--- config.mk ---
export PLATFORM = sky130hd
export DESIGN_NAME = muldiv_hilo
export DESIGN_NICKNAME = d
export VERILOG_FILES = /design/src/rtl/muldiv_hilo.sv
export SDC_FILE = /design/constraint.sdc
export NUM_CORES = 1
export LEC_CHECK = 0
export BUFFER_PORTS_ARGS = -buffer_cell sky130_fd_sc_hd__buf_4
export CAP_MARGIN = 20
export CORE_MARGIN = 3
export CORE_UTILIZATION = 66
export DETAILED_ROUTE_END_ITERATION = 8
export GPL_ROUTABILITY_DRIVEN = 0
export PLACE_DENSITY = 0.88
export RECOVER_POWER = 50
export REMOVE_ABC_BUFFERS = 1
export SYNTH_ARGS = -nofsm -noshare
export SYNTH_HDL_FRONTEND = slang
export SYNTH_SLANG_ARGS = --single-unit
--- constraint.sdc ---
create_clock -name clk -period 5.2 [get_ports clk]
set_clock_uncertainty 0.1 [all_clocks]
set_input_delay 0.26 -clock clk [delete_from_list [all_inputs] [get_ports clk]]
set_output_delay 0.26 -clock clk [all_outputs]
set_load 0.05 [all_outputs]
--- src/rtl/muldiv_hilo.sv ---
// Iterative MIPS32 multiply/divide unit with architectural HI/LO registers.
// One shift-add (mult) or restoring shift-subtract (div) step per cycle on magnitudes, sign fixed at the end.
module muldiv_hilo #(
    parameter int unsigned WIDTH = 32
) (
    input  logic             clk,
    input  logic             Reset,
    input  logic             Start,
    input  logic [1:0]       Op,
    input  logic [WIDTH-1:0] A,
    input  logic [WIDTH-1:0] B,
    input  logic             HiWrite,
    input  logic             LoWrite,
    input  logic [WIDTH-1:0] HiLoWData,
    output logic             Busy,
    output logic             Done,
    output logic             DivByZero,
    output logic [WIDTH-1:0] Hi,
    output logic [WIDTH-1:0] Lo
);

    localparam int unsigned CW = (WIDTH > 1) ? $clog2(WIDTH) : 1;

    localparam logic [1:0] S_IDLE = 2'd0;
    localparam logic [1:0] S_CALC = 2'd1;
    localparam logic [1:0] S_FIX  = 2'd2;
    localparam logic [1:0] S_DONE = 2'd3;

    logic [1:0]         state;
    logic [1:0]         next_state;
    logic               is_div;
    logic               neg_res;
    logic               neg_rem;
    logic [WIDTH-1:0]   mcand;
    logic [2*WIDTH-1:0] acc;
    logic [CW-1:0]      count;

    logic               signed_op_c;
    logic               div_zero_c;
    logic [WIDTH-1:0]   a_abs_c;
    logic [WIDTH-1:0]   b_abs_c;
    logic [WIDTH:0]     mul_sum_c;
    logic [WIDTH:0]     div_shift_c;
    logic [WIDTH-1:0]   div_diff_c;
    logic               div_ge_c;
    logic [2*WIDTH-1:0] prod_fix_c;
    logic [WIDTH-1:0]   quo_fix_c;
    logic [WIDTH-1:0]   rem_fix_c;

    // Operand conditioning at launch: magnitudes for signed ops, raw values for unsigned.
    always_comb begin
        signed_op_c = ~Op[0];
        div_zero_c  = Op[1] && (B == '0);
        a_abs_c     = (signed_op_c && A[WIDTH-1]) ? WIDTH'(-A) : A;
        b_abs_c     = (signed_op_c && B[WIDTH-1]) ? WIDTH'(-B) : B;
    end

    // One iteration step; acc holds {partial, multiplier} for mult and {remainder, dividend/quotient} for div.
    always_comb begin
        mul_sum_c   = {1'b0, acc[2*WIDTH-1:WIDTH]} + (acc[0] ? {1'b0, mcand} : {(WIDTH+1){1'b0}});
        div_shift_c = acc[2*WIDTH-1:WIDTH-1];
        div_ge_c    = div_shift_c >= {1'b0, mcand};
        div_diff_c  = WIDTH'(div_shift_c - {1'b0, mcand});
        prod_fix_c  = neg_res ? (2*WIDTH)'(-acc) : acc;
        quo_fix_c   = neg_res ? WIDTH'(-acc[WIDTH-1:0]) : acc[WIDTH-1:0];
        rem_fix_c   = neg_rem ? WIDTH'(-acc[2*WIDTH-1:WIDTH]) : acc[2*WIDTH-1:WIDTH];
    end

    // Next-state logic
    always_comb begin
        next_state = state;
        case (state)
            S_IDLE: if (Start) next_state = div_zero_c ? S_DONE : S_CALC;
            S_CALC: if (count == '0) next_state = S_FIX;
            S_FIX:  next_state = S_DONE;
            S_DONE: next_state = S_IDLE;
            default: next_state = S_IDLE;
        endcase
    end

    // State, status flags and datapath registers
    always_ff @(posedge clk) begin
        if (Reset) begin
            state     <= S_IDLE;
            Busy      <= 1'b0;
            Done      <= 1'b0;
            DivByZero <= 1'b0;
            Hi        <= '0;
            Lo        <= '0;
            is_div    <= 1'b0;
            neg_res   <= 1'b0;
            neg_rem   <= 1'b0;
            mcand     <= '0;
            acc       <= '0;
            count     <= '0;
        end else begin
            state     <= next_state;
            Busy      <= (next_state != S_IDLE);
            Done      <= (next_state == S_DONE);
            DivByZero <= (state == S_IDLE) && Start && div_zero_c;
            case (state)
                S_IDLE: begin
                    if (HiWrite) Hi <= HiLoWData;
                    if (LoWrite) Lo <= HiLoWData;
                    if (Start) begin
                        is_div  <= Op[1];
                        neg_res <= signed_op_c && (A[WIDTH-1] ^ B[WIDTH-1]);
                        neg_rem <= signed_op_c && A[WIDTH-1];
                        count   <= CW'(WIDTH - 1);
                        if (Op[1]) begin
                            mcand <= b_abs_c;
                            acc   <= {{WIDTH{1'b0}}, a_abs_c};
                        end else begin
                            mcand <= a_abs_c;
                            acc   <= {{WIDTH{1'b0}}, b_abs_c};
                        end
                        // Divide-by-zero result overrides any same-edge mthi/mtlo
                        if (div_zero_c) begin
                            Hi <= A;
                            Lo <= '1;
                        end
                    end
                end
                S_CALC: begin
                    count <= count - CW'(1);
                    if (is_div)
                        acc <= {(div_ge_c ? div_diff_c : div_shift_c[WIDTH-1:0]),
                                acc[WIDTH-2:0], div_ge_c};
                    else
                        acc <= {mul_sum_c, acc[WIDTH-1:1]};
                end
                S_FIX: begin
                    if (is_div) begin
                        Hi <= rem_fix_c;
                        Lo <= quo_fix_c;
                    end else begin
                        {Hi, Lo} <= prod_fix_c;
                    end
                end
                default: ;
            endcase
        end
    end

endmodule

Word-level counts from Yosys, hierarchy flattened
Index checks and enable logic that the tools add are counted.
- add/subtract/negate cells: 8
- order comparisons: 1
- equal/unequal tests: 5
- multiplexer cells: 28
- bitwise operators: 2
- reductions and logical operators: 14
- operator list (cell ; count):
    32-bit two-way mux ; 16
    64-bit two-way mux ; 3
    32-bit negator ; 4
    32-bit one-hot mux with 2 select lines ; 2
    64-bit one-hot mux with 2 select lines ; 1
    64-bit negator ; 1
    32-bit by 32-bit adder with 33-bit output ; 1
    33-bit by 32-bit >= comparator with 1-bit output ; 1
    32-bit zero test ; 1
    32-bit subtractor ; 1
    5-bit one-hot mux with 2 select lines ; 1
    2-bit one-hot mux with 4 select lines ; 1
    2-bit equality test (second input constant) ; 3
    1-bit logical AND ; 6
    2-bit two-way mux ; 3
    2-bit nonzero test ; 3
    5-bit zero test ; 1
    5-bit two-way mux ; 1
    5-bit by 1-bit subtractor with 5-bit output (second input constant) ; 1
    2-bit AND reduction ; 2
    2-bit by 1-bit equality test with 1-bit output (second input constant) ; 1
    2-bit zero test ; 1
    2-bit != test (second input constant) ; 1
    1-bit inverter ; 1
    1-bit bitwise XOR ; 1
- register bits: 173
- output and inout port bits: 67

Longest topological paths before layout
Gate-level depths: netlist (run 1).
- depth in word-level cells: 6
- gate-level depth with buffers: 14
- gate-level depth less buffers: 13

Worst setup path after synthesis (run 1)
No wires, ideal clock.
- path kind: register to register
- start: register acc[0]
- end: register acc[57]
- data arrival time: 3.208 ns
- required time: 4.980 ns
- path slack: 1.772 ns
- cell stages (with the launch flop): 14
- period minus slack after synthesis: 3.428 ns
- cell sequence: dfxtp_1 > inv_1 > clkbuf_1 > nor2_1 > ha_1 > o211ai_1 > a21oi_1 > o41ai_1 > a211oi_1 > nor3_1 > a21oi_1 > a2111oi_0 > nor4_1 > a211o_1
- longest elaborated chain between the ends: 4
- ends and longest elaborated chain (what ; RTL line ; source):
    start, declared ; 35 ; logic [2*WIDTH-1:0] acc;
    start signal, assigned ; 112 ; acc <= {{WIDTH{1'b0}}, a_abs_c};
    start signal, assigned ; 115 ; acc <= {{WIDTH{1'b0}}, b_abs_c};
    start signal, assigned ; 127 ; acc <= {(div_ge_c ? div_diff_c : div_shift_c[WIDTH-1:0]),
    32-bit two-way mux ; 60 ; mul_sum_c = {1'b0, acc[2*WIDTH-1:WIDTH]} + (acc[0] ? {1'b0, mcand} : {(WIDTH+1){1'b0}});
    32-bit by 32-bit adder with 33-bit output ; 60 ;
    64-bit two-way mux ; 126 ; if (is_div)
    64-bit one-hot mux with 2 select lines ; 101 ; case (state)
No other way between the ends.
A chain may end at the register's enable or synchronous reset.

Final worst setup path (run 1)
- start: register state[0]
- end: register mcand[10]
- longest elaborated chain between the ends: 2
- ends and longest elaborated chain (what ; RTL line ; source):
    start, declared ; 29 ; logic [1:0] state;
    start signal, assigned ; 97 ; state <= next_state;
    2-bit zero test ; 101 ;
    2-bit AND reduction (no source line) ; -- ;
    end signal, assigned ; 111 ; mcand <= b_abs_c;
    end signal, assigned ; 114 ; mcand <= a_abs_c;
    end, declared ; 34 ; logic [WIDTH-1:0] mcand;
No other way between the ends.

==> results of run 1 <==
[registers in the layout, summed over array words and instances (netlist names)]
name / cells
Busy: 1
mcand: 32
DivByZero: 1
acc: 64
Lo: 32
neg_res: 1
state: 2
Done: 1
neg_rem: 1
count: 5
is_div: 1
Hi: 32
[through the flow]
step | hold slack [ns] | instance area [µm²]
4_1_cts | 0.00598 | 17600
2_1_floorplan | 0.222 | 15100
3_3_place_gp | 0.341 | 17000
6_report | 0.00622 | 17300
3_5_place_dp | 0.345 | 17000
5_1_grt | 0.0377 | 17300
[cell usage after synthesis (9+ instances only)]
cell	instances	area, µm²
nor2_1	280	1050
nand2_1	219	822
a21oi_1	195	976
dfxtp_1	173	3460
clkbuf_1	142	533
o21ai_0	128	641
xnor2_1	106	928
mux2i_1	93	931
a211oi_1	82	616
inv_1	70	263
ha_1	69	863
nor3_1	61	305
xor2_1	57	499
a21o_1	39	293
o211ai_1	29	218
nand3_1	26	130
o31ai_1	25	188
a221oi_1	24	210
a31oi_1	24	150
nor4_1	19	119
nand4_1	18	113
a221o_1	16	160
nand2b_1	16	100
or3_1	15	93.8
or4_1	15	113
nor2b_1	14	87.6
and3_1	11	68.8
a22oi_1	10	75.1
mux2_2	10	113
o22ai_1	10	62.6
o41ai_1	10	87.6
a2111oi_0	9	78.8
[power breakdown]
| group | switching (mW) | internal, mW | leakage, nW | total [mW] |
|---|---|---|---|---|
| combinational | 1.27 | 0.646 | 5.32 | 1.91 |
| clock | 0.641 | 0.686 | 0.270 | 1.33 |
| sequential | 0.158 | 1.45 | 1.42 | 1.61 |
[worst min path at each step]
| stage | depth (start not counted) | to | slack (ns) | startpoint |
|---|---|---|---|---|
| 3_3_place_gp | 2 | mcand[16] | 0.34 | mcand[16] |
| 2_1_floorplan | 1 | Lo[31] | 0.22 | Reset |
| 3_5_place_dp | 2 | mcand[16] | 0.34 | mcand[16] |
| 4_1_cts | 3 | Lo[23] | 0.006 | HiLoWData[23] |
| 5_1_grt | 3 | Lo[28] | 0.04 | HiLoWData[28] |
| 6_report | 3 | Lo[23] | 0.006 | HiLoWData[23] |
[worst max-delay path: stages (launching register included)]
cell and delay (ns):
dfxtp_1 0.32, clkbuf_1 0.93, nor2_1 0.32, clkbuf_1 0.70, and2_0 0.57, clkbuf_1 0.95
o211ai_1 0.31, a21oi_1 0.24
[routing by layer]
| layer | GRT usage, % | vias to the layer above | part of all wire, % |
|---|---|---|---|
| met5 | 0.379 | - | 0 |
| met2 | 68.3 | 1694 | 41 |
| met4 | 30.9 | 0 | 9.3 |
| met3 | 11.3 | 475 | 13 |
| li1 | - | 8053 | - |
| met1 | 56.0 | 8470 | 36 |
[logic make-up (layout without fill, tap and decap cells)]
family	count (synthesis)	in the layout	synth area share, %
flip-flops	173	173	22.1
multiplexers	103	103	6.65
XOR/XNOR	163	163	9.10
adder cells (fa/ha/maj)	71	71	5.76
AND/OR/NAND/NOR	744	744	21.7
buffers and inverters	225	303	5.49
AO/OA/AOI/OAI	693	693	29.2
[final cells by class]
cell class / instances / area (µm²)
clock buffers: 19 / 443
clock inverters: 12 / 125
fillers: 1816 / 5680
inverters: 72 / 270
multi-input cells: 1774 / 11400
flip-flops and latches: 173 / 3470
well taps: 313 / 392
repair buffers: 200 / 1230
==> flow_summary.json, run 1 <==
{
  "cts_root_buffer": "clkbuf_16",
  "grt_pass1_vias": 17200,
  "final_cells": 2563,
  "wl_per_cell_um": 23.7,
  "ctsResizeCount": 0,
  "avgViaCountPerCell": 7.29,
  "clkTransAtPathRegs_ns": 0.08,
  "cts_hold_buf": 0,
  "synthFlopType": "dfxtp_1",
  "max-vdd-ir-drop_uv": 253,
  "grt.total_usage_pct": 45.0,
  "timing.critical_path.required_ns": 5.46,
  "regToRegStartpoint": "state[0]",
  "setup_viol": 0,
  "max_freq_mhz": 220,
  "clkSinkCount": 173,
  "min_period_ns": 4.54,
  "design.final.nets": 2412,
  "cp.arrival_ns": 4.80,
  "num_antenna_cells": 0,
  "slew_headroom_pct": -65.3,
  "yosysWarningCount": 0,
  "p_per_area_nw_per_um2": 280,
  "drtAntennaViolNets": 0,
  "h-tree-depth": 4,
  "failed_checks": "DRC, capacitance limit, slew limit",
  "antenna_found_initial": 0,
  "first_pass_iters": 9,
  "cts_buffers": 17,
  "min_path_type": "in -> reg",
  "final_layout_size_suffix_gt1_share_pct": 9.20,
  "setup.worst_path.start": "state[0]",
  "reg2reg_depth": 7,
  "finalHoldViolCount": 0,
  "vias": 18700,
  "worstSkewPairLatency_ns": 0.45,
  "ys_seq_elements": 173,
  "ys_seq_area_share_pct": 22.1,
  "r2r_end": "mcand[10]",
  "worstSetupStartpointType": "register",
  "final_common_cell": "nor2_1",
  "core_area_um2": 23000,
  "dp_hpwl_um": 43600,
  "ys_types": 83,
  "slew_violations": 79,
  "syn-cell-area_um2": 15700,
  "power_mw": 4.85,
  "synthArstFlopShare_pct": 0,
  "path_max_fanout": 39,
  "rows": 55,
  "rsz0062_at_grt": "no",
  "power_leakage_nw": 7.01,
  "start_util_pct": 68.2,
  "fp.dieH_um": 160,
  "cts_tree": "yes",
  "grt_max_degree": 70,
  "drc": 12,
  "finalSetupTns_ns": 0,
  "synth_area_per_cell_um2": 7.22,
  "dieArea_um2": 25700,
  "r2r_slack_ns": 0.66,
  "status": "finished with violations",
  "worst_slack_ns": 0.662,
  "gr-total-overflow": 0,
  "dp_cells": 2531,
  "die_w_um": 160,
  "final_cell_mix": "279 x nor2_1, 219 x nand2_1, 195 x a21oi_1",
  "pin_count": 170,
  "tightest_slew_ns": 2.48,
  "period_share_pct": 87.3,
  "synth_edf_count": 0,
  "cts_setup_buffers": 0,
  "drt_first_iter_violations": 3160,
  "syn_to_final_growth_pct": 10.3,
  "cap_violations": 2,
  "grt_first_pass_wirelength_um": 93700,
  "final_util_pct": 75.3,
  "crit_end": "mcand[10]",
  "crit_type": "reg -> reg",
  "crit_path_end_kind": "register",
  "pre_cts_slack_ns": 1.16,
  "clockBufferDepth": 2,
  "syn_inst": 2172,
  "portBuffers": 169,
  "wirelength_um": 60800
}
Power figures use the tool's default switching activity.
==> inputs of run 2 (changes only) <==
CELL_PAD_IN_SITES_DETAIL_PLACEMENT = 1   (was unset)
CELL_PAD_IN_SITES_GLOBAL_PLACEMENT = 2   (was unset)
CORE_UTILIZATION = 37   (was 66)
PLACE_DENSITY = unset   (was 0.88)
PLACE_DENSITY_LB_ADDON = 0.1   (was unset)
==> flow_summary.json, run 2 (synthesis gave the netlist of run 1 again) <==
{
  "grt_pass1_vias": 17400,
  "whs_ns": 0.0195,
  "die_w_um": 212,
  "final_util_pct": 43.1,
  "fp.dieH_um": 212,
  "clkTransAtPathRegs_ns": 0.07,
  "tightest_slew_ns": 2.17,
  "nFillCells": 5215,
  "cts_buffers": 17,
  "wirelength_um": 71600,
  "clockBufferDepth": 2,
  "setup_viol": 0,
  "final_layout_size_suffix_gt1_share_pct": 9.79,
  "timing.critical_path.required_ns": 5.46,
  "slew_headroom_pct": -44.8,
  "cts_tree": "yes",
  "period_share_pct": 79.1,
  "design_area_um2": 17800,
  "grt_max_degree": 63,
  "ctsResizeCount": 0,
  "pin_count": 170,
  "cap_violations": 2,
  "finalSetupTns_ns": 0,
  "pre_cts_slack_ns": 1.15,
  "grt_first_pass_wirelength_um": 107000,
  "failed_checks": "capacitance limit, slew limit",
  "final_cells": 2809,
  "dp_hpwl_um": 54800,
  "slew_violations": 63,
  "cts_root_buffer": "clkbuf_16",
  "min_period_ns": 4.11,
  "final_common_cell": "nor2_1",
  "final_cell_mix": "277 x nor2_1, 219 x nand2_1, 195 x a21oi_1",
  "rows": 74,
  "path_max_fanout": 14,
  "dieArea_um2": 44900,
  "worstSkewPairLatency_ns": 0.47,
  "regMostFlops": "acc",
  "power_mw": 4.94,
  "rsz0062_at_grt": "no",
  "min_path_type": "in -> reg",
  "cp.arrival_ns": 4.38,
  "largest_reg_flops": 64,
  "wl_per_cell_um": 25.5,
  "gr-total-overflow": 0,
  "status": "finished with violations",
  "max-vdd-ir-drop_uv": 188,
  "crit_path_end_kind": "register",
  "core_area_um2": 41400,
  "start_util_pct": 37.9,
  "antenna_found_initial": 1,
  "h-tree-depth": 4,
  "power_leakage_nw": 7.14,
  "crit_type": "reg -> reg",
  "grt.total_usage_pct": 31.2,
  "num_antenna_cells": 0,
  "p_per_area_nw_per_um2": 277,
  "avgViaCountPerCell": 6.22,
  "syn_to_final_growth_pct": 13.7,
  "portBuffers": 169,
  "worst_slack_ns": 1.09,
  "drt_first_iter_violations": 1425,
  "design.final.nets": 2438,
  "worstSetupStartpointType": "register",
  "placed_cell_area_um2": 17400,
  "finalHoldViolCount": 0,
  "dp_cells": 2766,
  "drtAntennaViolNets": 0,
  "max_freq_mhz": 243,
  "drc": 0,
  "clkSinkCount": 173,
  "first_pass_iters": 7,
  "vias": 17500
}
run 2: changes by cell type in the layout (fill, tap and decap cells not counted), moves of 3 or more:
cell / before / now
clkbuf_8: 1 / 4
buf_4: 127 / 141
clkinv_2: 0 / 4
inv_6: 7 / 0
dlygate4sd3_1: 0 / 11
run 2: where the power goes:
part	switching [mW]	leakage [nW]	internal, mW
clock network	0.618	0.292	0.757
logic	1.30	5.43	0.659
registers	0.162	1.42	1.45
total	2.08	7.14	2.87
run 2: critical path, stage by stage (launching register included):
cell	delay [ns]
dfxtp_1	0.36
inv_1	0.44
buf_4	0.33
nor2_1	0.07
ha_1	0.27
a2111oi_0	0.40
o21ai_0	0.19
a221o_1	0.35
nor3_1	0.23
buf_4	0.22
a21oi_1	0.14
a2111oi_0	0.50
nor4_1	0.11
a211o_1	0.29
run 2: worst paths after layout:
check	depth (start not counted)	endpoint	slack (ns)	start
setup / recovery	13	acc[57]	1.09	acc[0]
hold reg to reg	2	mcand[10]	0.36	mcand[10]
setup reg to reg	13	acc[57]	1.09	acc[0]
hold / removal	3	Lo[9]	0.02	HiLoWData[9]
run 2: repair_timing:
action | 4_1_cts | 5_1_grt
endpoints found under the setup margin | 0 | 0
setup buffers | 0 | 0
hold endpoints to repair | 11 | 0
hold buffers | 11 | 0
run 2: area by class of cell:
cell class                      count  area, µm²  area share, %
Clock buffer                       22        484           2.72
Multi-Input combinational cell   1774      11400           63.9
Sequential cell                   173       3470           19.4
Clock inverter                     10        113          0.632
Tap cell                          532        666           3.73
Timing Repair Buffer              226       1450           8.11
Inverter                           72        270           1.52
run 2: metal layers:
layer / share of wire [%] / vias to the layer above / track usage (%)
met4: 4.2 / 2 / 12.4
met3: 5.5 / 163 / 4.39
li1: - / 8115 / -
met1: 44 / 8600 / 41.0
met2: 47 / 587 / 51.6
met5: 0.018 / - / 0
